### src/rtl/mesync_pkg.sv
// rtl/mesync_pkg.sv - shared mode encodings and sizing helper for the multi-channel edge detector
package mesync_pkg;

  localparam logic [1:0] MODE_OFF  = 2'b00;
  localparam logic [1:0] MODE_RISE = 2'b01;
  localparam logic [1:0] MODE_FALL = 2'b10;
  localparam logic [1:0] MODE_BOTH = 2'b11;

  // Counter must hold 0..FILT_LEN; keep at least one bit so a bypassed filter still has a legal width.
  function automatic int filt_cnt_w(input int filt_len);
    if (filt_len < 1) begin
      return 1;
    end
    return $clog2(filt_len + 1);
  endfunction

  function automatic logic mode_takes_rise(input logic [1:0] m);
    return (m == MODE_RISE) || (m == MODE_BOTH);
  endfunction

  function automatic logic mode_takes_fall(input logic [1:0] m);
    return (m == MODE_FALL) || (m == MODE_BOTH);
  endfunction

endpackage

### src/rtl/sync_filt_chan.sv
// rtl/sync_filt_chan.sv - one channel: synchroniser, stability filter, edge qualify, pending/overflow flags
module sync_filt_chan
  import mesync_pkg::*;
#(
  parameter int   SYNC_STAGES = 2,
  parameter int   FILT_LEN    = 0,
  parameter logic RST_VAL     = 1'b0
) (
  input  logic       clk_fast,
  input  logic       rst,
  input  logic       data_in,
  input  logic [1:0] mode,
  input  logic       clr,
  output logic       level,
  output logic       edge_pulse,
  output logic       pending,
  output logic       overflow
);

  localparam int CW = filt_cnt_w(FILT_LEN);

  logic [SYNC_STAGES-1:0] sync_q, sync_d;
  logic                   s_last;
  logic                   level_q, level_d;
  logic                   edge_pulse_q, edge_pulse_d;
  logic                   pending_q, pending_d;
  logic                   overflow_q, overflow_d;
  logic                   rise, fall;

  always_comb begin
    sync_d = {sync_q[SYNC_STAGES-2:0], data_in};
  end

  assign s_last = sync_q[SYNC_STAGES-1];

  generate
    if (FILT_LEN == 0) begin : g_bypass
      assign level_d = s_last;
    end else begin : g_filter
      localparam logic [CW-1:0] FILT_MAX = CW'(FILT_LEN);
      logic [CW-1:0] cnt_q, cnt_d;
      logic          lvl_d;

      // Level only moves once the mismatch has been seen FILT_LEN+1 times in a row.
      always_comb begin
        cnt_d = '0;
        lvl_d = level_q;
        if (s_last != level_q) begin
          if (cnt_q == FILT_MAX) begin
            lvl_d = s_last;
            cnt_d = '0;
          end else begin
            cnt_d = cnt_q + 1'b1;
          end
        end
      end

      always_ff @(posedge clk_fast or posedge rst) begin
        if (rst) begin
          cnt_q <= '0;
        end else begin
          cnt_q <= cnt_d;
        end
      end

      assign level_d = lvl_d;
    end
  endgenerate

  always_comb begin
    rise         = level_d & ~level_q;
    fall         = ~level_d & level_q;
    edge_pulse_d = (rise & mode_takes_rise(mode)) | (fall & mode_takes_fall(mode));

    pending_d = pending_q;
    if (clr) begin
      pending_d = 1'b0;
    end
    if (edge_pulse_d) begin
      pending_d = 1'b1;
    end

    // A clear arriving with the colliding edge wins over overflow but not over pending.
    overflow_d = overflow_q;
    if (clr) begin
      overflow_d = 1'b0;
    end else if (edge_pulse_d && pending_q) begin
      overflow_d = 1'b1;
    end
  end

  always_ff @(posedge clk_fast or posedge rst) begin
    if (rst) begin
      sync_q       <= {SYNC_STAGES{RST_VAL}};
      level_q      <= RST_VAL;
      edge_pulse_q <= 1'b0;
      pending_q    <= 1'b0;
      overflow_q   <= 1'b0;
    end else begin
      sync_q       <= sync_d;
      level_q      <= level_d;
      edge_pulse_q <= edge_pulse_d;
      pending_q    <= pending_d;
      overflow_q   <= overflow_d;
    end
  end

  assign level      = level_q;
  assign edge_pulse = edge_pulse_q;
  assign pending    = pending_q;
  assign overflow   = overflow_q;

endmodule

### src/rtl/multi_edge_detect_sync.sv
// rtl/multi_edge_detect_sync.sv - CH independent synchronised edge detectors with pending summary
module multi_edge_detect_sync
  import mesync_pkg::*;
#(
  parameter int   CH          = 4,
  parameter int   SYNC_STAGES = 2,
  parameter int   FILT_LEN    = 0,
  parameter logic RST_VAL     = 1'b0
) (
  input  logic            clk_fast,
  input  logic            rst,
  input  logic [CH-1:0]   data_in,
  input  logic [2*CH-1:0] mode,
  input  logic [CH-1:0]   clr,
  output logic [CH-1:0]   level,
  output logic [CH-1:0]   edge_pulse,
  output logic [CH-1:0]   pending,
  output logic [CH-1:0]   overflow,
  output logic            any_pending
);

  generate
    for (genvar i = 0; i < CH; i++) begin : g_chan
      sync_filt_chan #(
        .SYNC_STAGES(SYNC_STAGES),
        .FILT_LEN   (FILT_LEN),
        .RST_VAL    (RST_VAL)
      ) u_chan (
        .clk_fast  (clk_fast),
        .rst       (rst),
        .data_in   (data_in[i]),
        .mode      (mode[2*i +: 2]),
        .clr       (clr[i]),
        .level     (level[i]),
        .edge_pulse(edge_pulse[i]),
        .pending   (pending[i]),
        .overflow  (overflow[i])
      );
    end
  endgenerate

  assign any_pending = |pending;

endmodule

### config.mk
export PLATFORM = sky130hd
export DESIGN_NAME = multi_edge_detect_sync
export DESIGN_NICKNAME = d
export VERILOG_FILES = /design/src/rtl/mesync_pkg.sv /design/src/rtl/sync_filt_chan.sv /design/src/rtl/multi_edge_detect_sync.sv
export SDC_FILE = /design/constraint.sdc
export NUM_CORES = 1
export LEC_CHECK = 0
export ABC_AREA = 1
export CAP_MARGIN = 0
export CORE_MARGIN = 3
export CORE_UTILIZATION = 47
export CTS_BUF_LIST = sky130_fd_sc_hd__clkbuf_4 sky130_fd_sc_hd__clkbuf_8
export CTS_CLUSTER_DIAMETER = 150
export DETAILED_ROUTE_END_ITERATION = 8
export PLACE_DENSITY_LB_ADDON = 0.12
export SETUP_SLACK_MARGIN = 0.05
export SYNTH_ARGS = -nofsm -noshare
export SYNTH_HDL_FRONTEND = slang
export SYNTH_HIERARCHICAL = 1
export SYNTH_SLANG_ARGS = --single-unit
### constraint.sdc
create_clock -name clk_fast -period 1.25 [get_ports clk_fast]
set_input_delay 0.3125 -clock clk_fast [delete_from_list [all_inputs] [get_ports clk_fast]]
set_output_delay 0.3125 -clock clk_fast [all_outputs]
set_load 0.05 [all_outputs]
# Word level (Yosys, flattened, before mapping)
# Cells that the tools add are included.
# word_totals
in_bits	18
register_bits	24
# classes
eq_ne	12
bitwise	28
muxes	16
reduce_logical	21
# ops
operator	n
$and 1x1->1	16
$eq 2x2->1 const B	8
$mux 1	16
$reduce_bool 2->1	8
$eq 2x1->1 const B	4
$logic_or 1x1->1	8
$not 1->1	8
$logic_and 1x1->1	4
$or 1x1->1	4
$reduce_or 4->1	1

# Depth between registers and ports, before layout
# Gate-level depths: netlist of run 1.
# logic_depth
ltp_word	7
mapped_depth	5
ltp_nobuf	5

# Hierarchy
# Netlist of run 1, hierarchy kept.
# by_module_without_submodules
mod	cells_per_inst	n_inst	area_each_um2
sync_filt_chan	23	4	221.5
multi_edge_detect_sync	3	1	11.3

# Worst setup path after synthesis of run 1
# Ideal clock, no wire load.
# synth_timing
path_kind	register -> output
startpoint	reg g_chan[3].u_chan.pending_q
endpoint	out any_pending
path_buffers	0
t_required_ps	938
path_slack_ps	-137
arrival_time_ps	1075
stages_incl_launch_ff	3
path_cell_list	dfrtp_1 > nor2_1 > nand2_1
# synth_via
elab_chain_len	1
# synth_lines
item	line_no	source
start: declaration	sync_filt_chan.sv:26	logic pending_q, pending_d;
start signal: assignment	sync_filt_chan.sv:103	pending_q <= pending_d;
$reduce_or 4->1	multi_edge_detect_sync.sv:42	assign any_pending = |pending;
end: declaration	multi_edge_detect_sync.sv:19	output logic any_pending
# Every way passes these cells.

# Worst setup path after layout of run 1
# Ends and elaborated chain as after synthesis.

==> run_results.csv, run 1 <==
group,metric,value,unit
power_and_ir_drop,power_density,1180,nW/µm²
job,maxCapViolCount,0,
timing,post-route-worst-setup-slack,-0.130,ns
timing,clock_skew,0.00254,ns
clock_tree,cts_buffers,3,
floorplan,fp.dieH,49.7,µm
routing,drtPass1Iterations,4,
setup_path,arrival,1.07,ns
setup_path,worstPathMaxFanout,2,
clock_tree,cts-root-buf,"clkbuf_4",
power_and_ir_drop,p_leak,0.820,nW
global_route,grt-ovfl-total,0,
global_route,grt_max_degree,14,
clock_tree,clk_pin_slew,0.12,ns
clock_tree,cts-htree-levels,1,
placed_design,place_area,1430,µm²
setup_path,end_kind,"output pin",
setup_path,cpPeakStageDelay,0.44,ns
clock_tree,tritoncts,"built",
setup_path,r2r_slack,0.19,ns
global_route,antenna_found_initial,0,
timing,fin_tns_setup,-0.528,ns
setup_path,path_buf_inv,1,
outcome,violations,"setup timing",
min_path,hold_path.class,"primary input to asynchronous set/reset pin",
logic_synthesis,synthTopCellsByArea,"dfrtp_1 (67%), nand2_1 (12%), inv_1 (8.4%), nand3_1 (6.7%), nand3b_1 (3.3%)",
floorplan,coreArea,1760,µm²
timing,layout_min_cycle_time,1.38,ns
routing,drtIter0Drc,8,
final_layout,diodes,0,
setup_path,ff2ff_path_depth,6,
final_layout,design_area,1570,µm²
setup_path,critPathKind,"flop to output pin",
clock_tree,clockBufferDepth,2,
routing,drt-total-wl,2.38,mm
routing,vias_per_cell,4.79,
final_layout,utilization,0.891,
setup_path,cp-start-kind,"flop",
final_layout,n_fill_cell,88,
setup_path,required,0.94,ns
logic_synthesis,synth_top_area_cell,"dfrtp_1",
setup_path,cp_slowest_cell,"dfrtp_2",
timing,rsz0062_at_grt,"true",
clock_tree,cts_hold_buf,0,
placed_design,gp_congestion,0.802,
routing,num_vias,810,
routing,drc,0,
floorplan,die_w,49.7,µm
setup_path,path_delay_family,"flip-flops",
logic_synthesis,synth_cells,95,
clock_tree,cts_num_sinks,24,
final_layout,stdcell_count,169,
timing,finalSetupViolations,5,
logic_synthesis,syn_avg_cell_area,9.44,µm²
timing,relSlewSlack,0.833,
final_layout,layout-drive-gt1-share,0.278,
floorplan,std_cell_rows,15,
placed_design,port_buffers,34,
floorplan,io_pins,35,
final_layout,nNetsFinal,163,
logic_synthesis,synth_fp_nets,113,
setup_path,worst_r2r_endpoint,"g_chan[3].u_chan/overflow$_DFFE_PP0P_",
placed_design,place_hpwl,1.55,mm
global_route,grt_pass1_vias,862,
setup_path,regToRegStartpoint,"g_chan[3].u_chan/level$_DFF_PP0_",
setup_path,path_depth,3,
timing,hold_viol,0,
power_and_ir_drop,ir_worst_vdd,0.000950,V
outcome,status,"finished, violations left",
logic_synthesis,syn-cell-area,897,µm²
logic_synthesis,synth_top_cell_area_share,0.669,
timing,max_freq,725,MHz
logic_synthesis,ys_warn_count,6,
floorplan,dieArea,2470,µm²
timing,worst_pin_slew,0.250,ns
setup_path,crit_chain,"nor2_4 > nand2_2 > buf_6",
floorplan,start_util,0.509,
routing,wl_per_cell,14.1,µm
routing,drtAntennaViolNets,0,
timing,period_share,1.10,
placed_design,dp.cells,154,
global_route,grt_pass1_wl,4.08,mm
final_layout,area_delta_synth_final,75.2,%
logic_synthesis,yosysUniqueCellTypes,6,
clock_tree,clock_latency,0.31,ns
logic_synthesis,yosysSeqAreaShare,0.669,
global_route,grtUsageTotal,0.225,
timing,drv_slew,0,
logic_synthesis,ys_seq_elements,24,
[layer usage]
metal / GRT usage / share of wire / vias to the layer above
li1: - / - / 383
met1: 0.245 / 0.37 / 390
met2: 0.416 / 0.56 / 31
met3: 0.0423 / 0.048 / 6
met4: 0.101 / 0.022 / 0
met5: 0 / 0 / -
[placed cells by master (no fill, tap or decap), drive strengths merged]
cell type       n
nand2          29
nand3          12
clkdlybuf4s50  17
dfrtp          24
nand3b          4
clkbuf          4
nor2            6
inv            20
buf            28
[through the flow]
| step | worst slack (ns) | hold WS (ns) | total power, mW |
|---|---|---|---|
| global placement | 0.123 | 0.335 | 1.39 |
| global route | -0.173 | 0.297 | 1.93 |
| CTS | -0.147 | 0.272 | 1.84 |
| detailed placement | 0.0839 | 0.335 | 1.40 |
| finish | -0.130 | 0.271 | 1.85 |
| floorplan | 0.0903 | 0.103 | 1.12 |
[worst max path at each step]
| stage | slack (ns) | start | endpoint |
|---|---|---|---|
| floorplan | 0.09 | g_chan[3].u_chan/pending$_DFFE_PP0P_ | any_pending |
| global placement | 0.12 | clr[1] | g_chan[1].u_chan/pending$_DFFE_PP0P_ |
| detailed placement | 0.08 | clr[2] | g_chan[2].u_chan/pending$_DFFE_PP0P_ |
| CTS | -0.15 | g_chan[2].u_chan/pending$_DFFE_PP0P_ | any_pending |
| global route | -0.17 | g_chan[3].u_chan/pending$_DFFE_PP0P_ | any_pending |
| finish | -0.13 | g_chan[3].u_chan/pending$_DFFE_PP0P_ | any_pending |
[layout make-up]
type                    instances  area [µm²]  area share
flip-flops and latches         24         607       0.386
repair buffers                 45         588       0.374
multi-input cells              51         234       0.149
inverters                      20        75.1      0.0478
well taps                      25        31.3      0.0199
clock buffers                   4        36.3      0.0231
[repair_timing]
action / 4_1_cts / 5_1_grt
resized for setup: 4 / 2
setup buffers: 8 / 3
setup endpoints to repair: 16 / 17
[cell usage after synthesis]
cell type	instances
nand3_1	12
nand3b_1	4
inv_1	20
nand2_1	29
dfrtp_1	24
nor2_1	6
[sequential cells by signal (all words and copies together), names as in the netlist]
register / cells
g_chan.u_chan/level: 4
g_chan.u_chan/overflow: 4
g_chan.u_chan/edge_pulse: 4
g_chan.u_chan/sync_q: 8
g_chan.u_chan/pending: 4
[report_power, final]
| part | switching, mW | internal, mW | leakage, nW |
|---|---|---|---|
| clock network | 0.223 | 0.178 | 0.0210 |
| logic | 0.288 | 0.282 | 0.510 |
| registers | 0.0507 | 0.833 | 0.289 |
| total | 0.562 | 1.29 | 0.820 |
[cell families (layout without fill, tap and decap cells)]
group | after synthesis | after routing | synth area share
flip-flops | 24 | 24 | 0.669
buffers and inverters | 20 | 69 | 0.0837
AND/OR/NAND/NOR | 51 | 51 | 0.247
[worst reg2reg max path, delay by kind of cell, from the launching register on]
kind,cells,cell delay [ns]
DFF,1,0.43
buffers and inverters,3,0.35
and+or+nand+nor,3,0.18
(Power assumes the default switching activity.)
==> run 2, diff against run 1 <==
Settings changed: SLEW_MARGIN from default to 20.
==> results of run 2 <==
Same layout as run 1: the final DEF is identical, and so are final timing and power.
==> run 3, diff against run 2 <==
Settings changed: CORE_UTILIZATION 47 to 45, CTS_BUF_LIST sky130_fd_sc_hd__clkbuf_4 sky130_fd_sc_hd__clkbuf_8 to default.
==> run 3 against run 2 <==
The flow still finishes with violations (setup timing). Utilization fell by 1.2 points. Wire length increased by 3.3%. Setup slack worse by 0.017 ns. Clock-buffer cell count is the same. Register-to-register slack lost 0.11 ns. Sequential share of layout area shrank 0.27 points. Critical path depth stayed put. Hold slack improved by 0.028 ns.
==> run_results.csv, run 3 (synthesis gave the netlist of run 1 again) <==
group,metric,value,unit
outcome,status,"finished, violations left",
outcome,violations,"setup timing",
routing,drtIter0Drc,23,
setup_path,arrival,1.08,ns
global_route,groute.layer.met3.usage,0.0267,
placed_design,place_area,1430,µm²
floorplan,coreArea,1800,µm²
floorplan,fp.dieH,50.7,µm
job,maxCapViolCount,0,
global_route,grt-ovfl-total,0,
clock_tree,tritoncts,"built",
final_layout,diodes,0,
global_route,grt_use_met1,0.233,
timing,period_share,1.12,
final_layout,area_delta_synth_final,76.4,%
global_route,use_met2,0.385,
final_layout,n_fill_cell,87,
global_route,antenna_found_initial,0,
final_layout,largest_reg_flops,8,
global_route,grt_pass1_wl,3.90,mm
final_layout,layout-drive-gt1-share,0.283,
setup_path,crit_chain,"nor2_2 > nand2_2 > buf_6",
setup_path,cp-start-kind,"flop",
timing,drv_slew,0,
floorplan,io_pins,35,
routing,wl_per_cell,14.5,µm
timing,hold_viol,0,
setup_path,path_delay_family,"flip-flops",
floorplan,std_cell_rows,15,
power_and_ir_drop,p_leak,0.826,nW
placed_design,place_hpwl,1.68,mm
setup_path,critPathKind,"flop to output pin",
timing,relSlewSlack,0.826,
setup_path,path_buf_inv,1,
setup_path,cpPeakStageDelay,0.44,ns
clock_tree,clk_pin_slew,0.12,ns
clock_tree,cts_num_sinks,24,
setup_path,worstPathMaxFanout,2,
clock_tree,cts-htree-levels,1,
timing,finalSetupViolations,5,
placed_design,port_buffers,34,
timing,layout_min_cycle_time,1.40,ns
final_layout,largest_register,"g_chan.u_chan/sync_q",
final_layout,layout_commonest_cell,"nand2_1",
final_layout,multi_input_area,234,µm²
setup_path,end_kind,"output pin",
clock_tree,clockBufferDepth,2,
setup_path,required,0.94,ns
final_layout,regArea,607,µm²
power_and_ir_drop,power,1.86,mW
final_layout,nNetsFinal,164,
global_route,grtUsageTotal,0.212,
min_path,hold_path.class,"primary input to asynchronous set/reset pin",
global_route,grt_max_degree,14,
timing,rsz0062_at_grt,"true",
placed_design,gp_congestion,0.787,
timing,max_freq,716,MHz
power_and_ir_drop,ir_worst_vdd,0.00127,V
clock_tree,clock_latency,0.30,ns
floorplan,dieArea,2570,µm²
timing,clock_skew,0.00137,ns
timing,post-route-worst-setup-slack,-0.147,ns
floorplan,die_w,50.7,µm
routing,drc,0,
clock_tree,cts_buffers,3,
clock_tree,cts_hold_buf,0,
global_route,grt_pass1_vias,864,
setup_path,cp_slowest_cell,"dfrtp_2",
routing,drtPass1Iterations,4,
routing,drtAntennaViolNets,0,
final_layout,mostFrequentLayoutCells,"nand2_1 (28), inv_1 (20), dfrtp_1 (19)",
clock_tree,cts-root-buf,"clkbuf_4",
power_and_ir_drop,power_density,1180,nW/µm²
global_route,busiest_layer,"met2",
routing,num_vias,811,
routing,drt-total-wl,2.46,mm
timing,worst_pin_slew,0.261,ns
floorplan,start_util,0.498,
final_layout,design_area,1580,µm²
routing,vias_per_cell,4.77,
==> run 3: cell count changes in the layout (fill, tap and decap cells not counted) <==
cell   change
buf_6      +1
==> run 3: worst reg2reg max path: cells and delay by family, from the launching register on <==
family	cells	cell delay, ns
DFF	1	0.44
buffers and inverters	4	0.44
and+or+nand+nor	2	0.20
==> run 3: worst paths after layout <==
path	endpoint	cells after the start	slack (ns)	from
worst max register to register	g_chan[0].u_chan/pending$_DFFE_PP0P_	6	0.08	g_chan[0].u_chan/pending$_DFFE_PP0P_
worst min-delay path	g_chan[0].u_chan/sync_q[0]$_DFF_PP0_	2	0.30	rst
max in group asynchronous	g_chan[1].u_chan/pending$_DFFE_PP0P_	2	0.71	rst
min in group clk_fast	g_chan[0].u_chan/sync_q[1]$_DFF_PP0_	0	0.37	g_chan[0].u_chan/sync_q[0]$_DFF_PP0_
worst max-delay path	any_pending	3	-0.15	g_chan[1].u_chan/pending$_DFFE_PP0P_
worst min register to register	g_chan[0].u_chan/sync_q[1]$_DFF_PP0_	0	0.37	g_chan[0].u_chan/sync_q[0]$_DFF_PP0_
==> run 3: timing repair <==
action                     CTS  global route
pin swaps                    1             0
setup buffers               10             2
gates resized for setup      6             1
setup endpoints to repair   14            17
==> run 3: power by group <==
group          switching, mW  total [mW]  internal (mW)
clock network          0.218       0.395          0.178
registers             0.0512       0.884          0.833
logic                  0.293       0.585          0.292
==> run 3: cell type report <==
cell class,instances,share of cell area
Clock buffer,4,0.0229
Multi-Input combinational cell,51,0.148
Inverter,20,0.0474
Sequential cell,24,0.383
Tap cell,25,0.0198
Timing Repair Buffer,46,0.379
==> run 3: metal layers <==
layer	routed length, µm	share of wire	up-vias
met4	65	0.026	0
met5	0	0	-
li1	-	-	385
met3	120	0.049	6
met2	1340	0.55	36
met1	930	0.38	384
==> run 3: stage by stage <==
stage / hold slack [ns] / util / worst slack [ns] / std cells / setup TNS, ns
4_1_cts: 0.299 / 0.867 / -0.130 / 168 / -0.438
6_report: 0.299 / 0.878 / -0.147 / 170 / -0.487
3_3_place_gp: 0.336 / 0.796 / 0.130 / 154 / 0
2_1_floorplan: 0.103 / - / 0.0903 / 95 / 0
5_1_grt: 0.302 / 0.878 / -0.178 / 170 / -0.670
3_5_place_dp: 0.339 / 0.796 / 0.0787 / 154 / 0
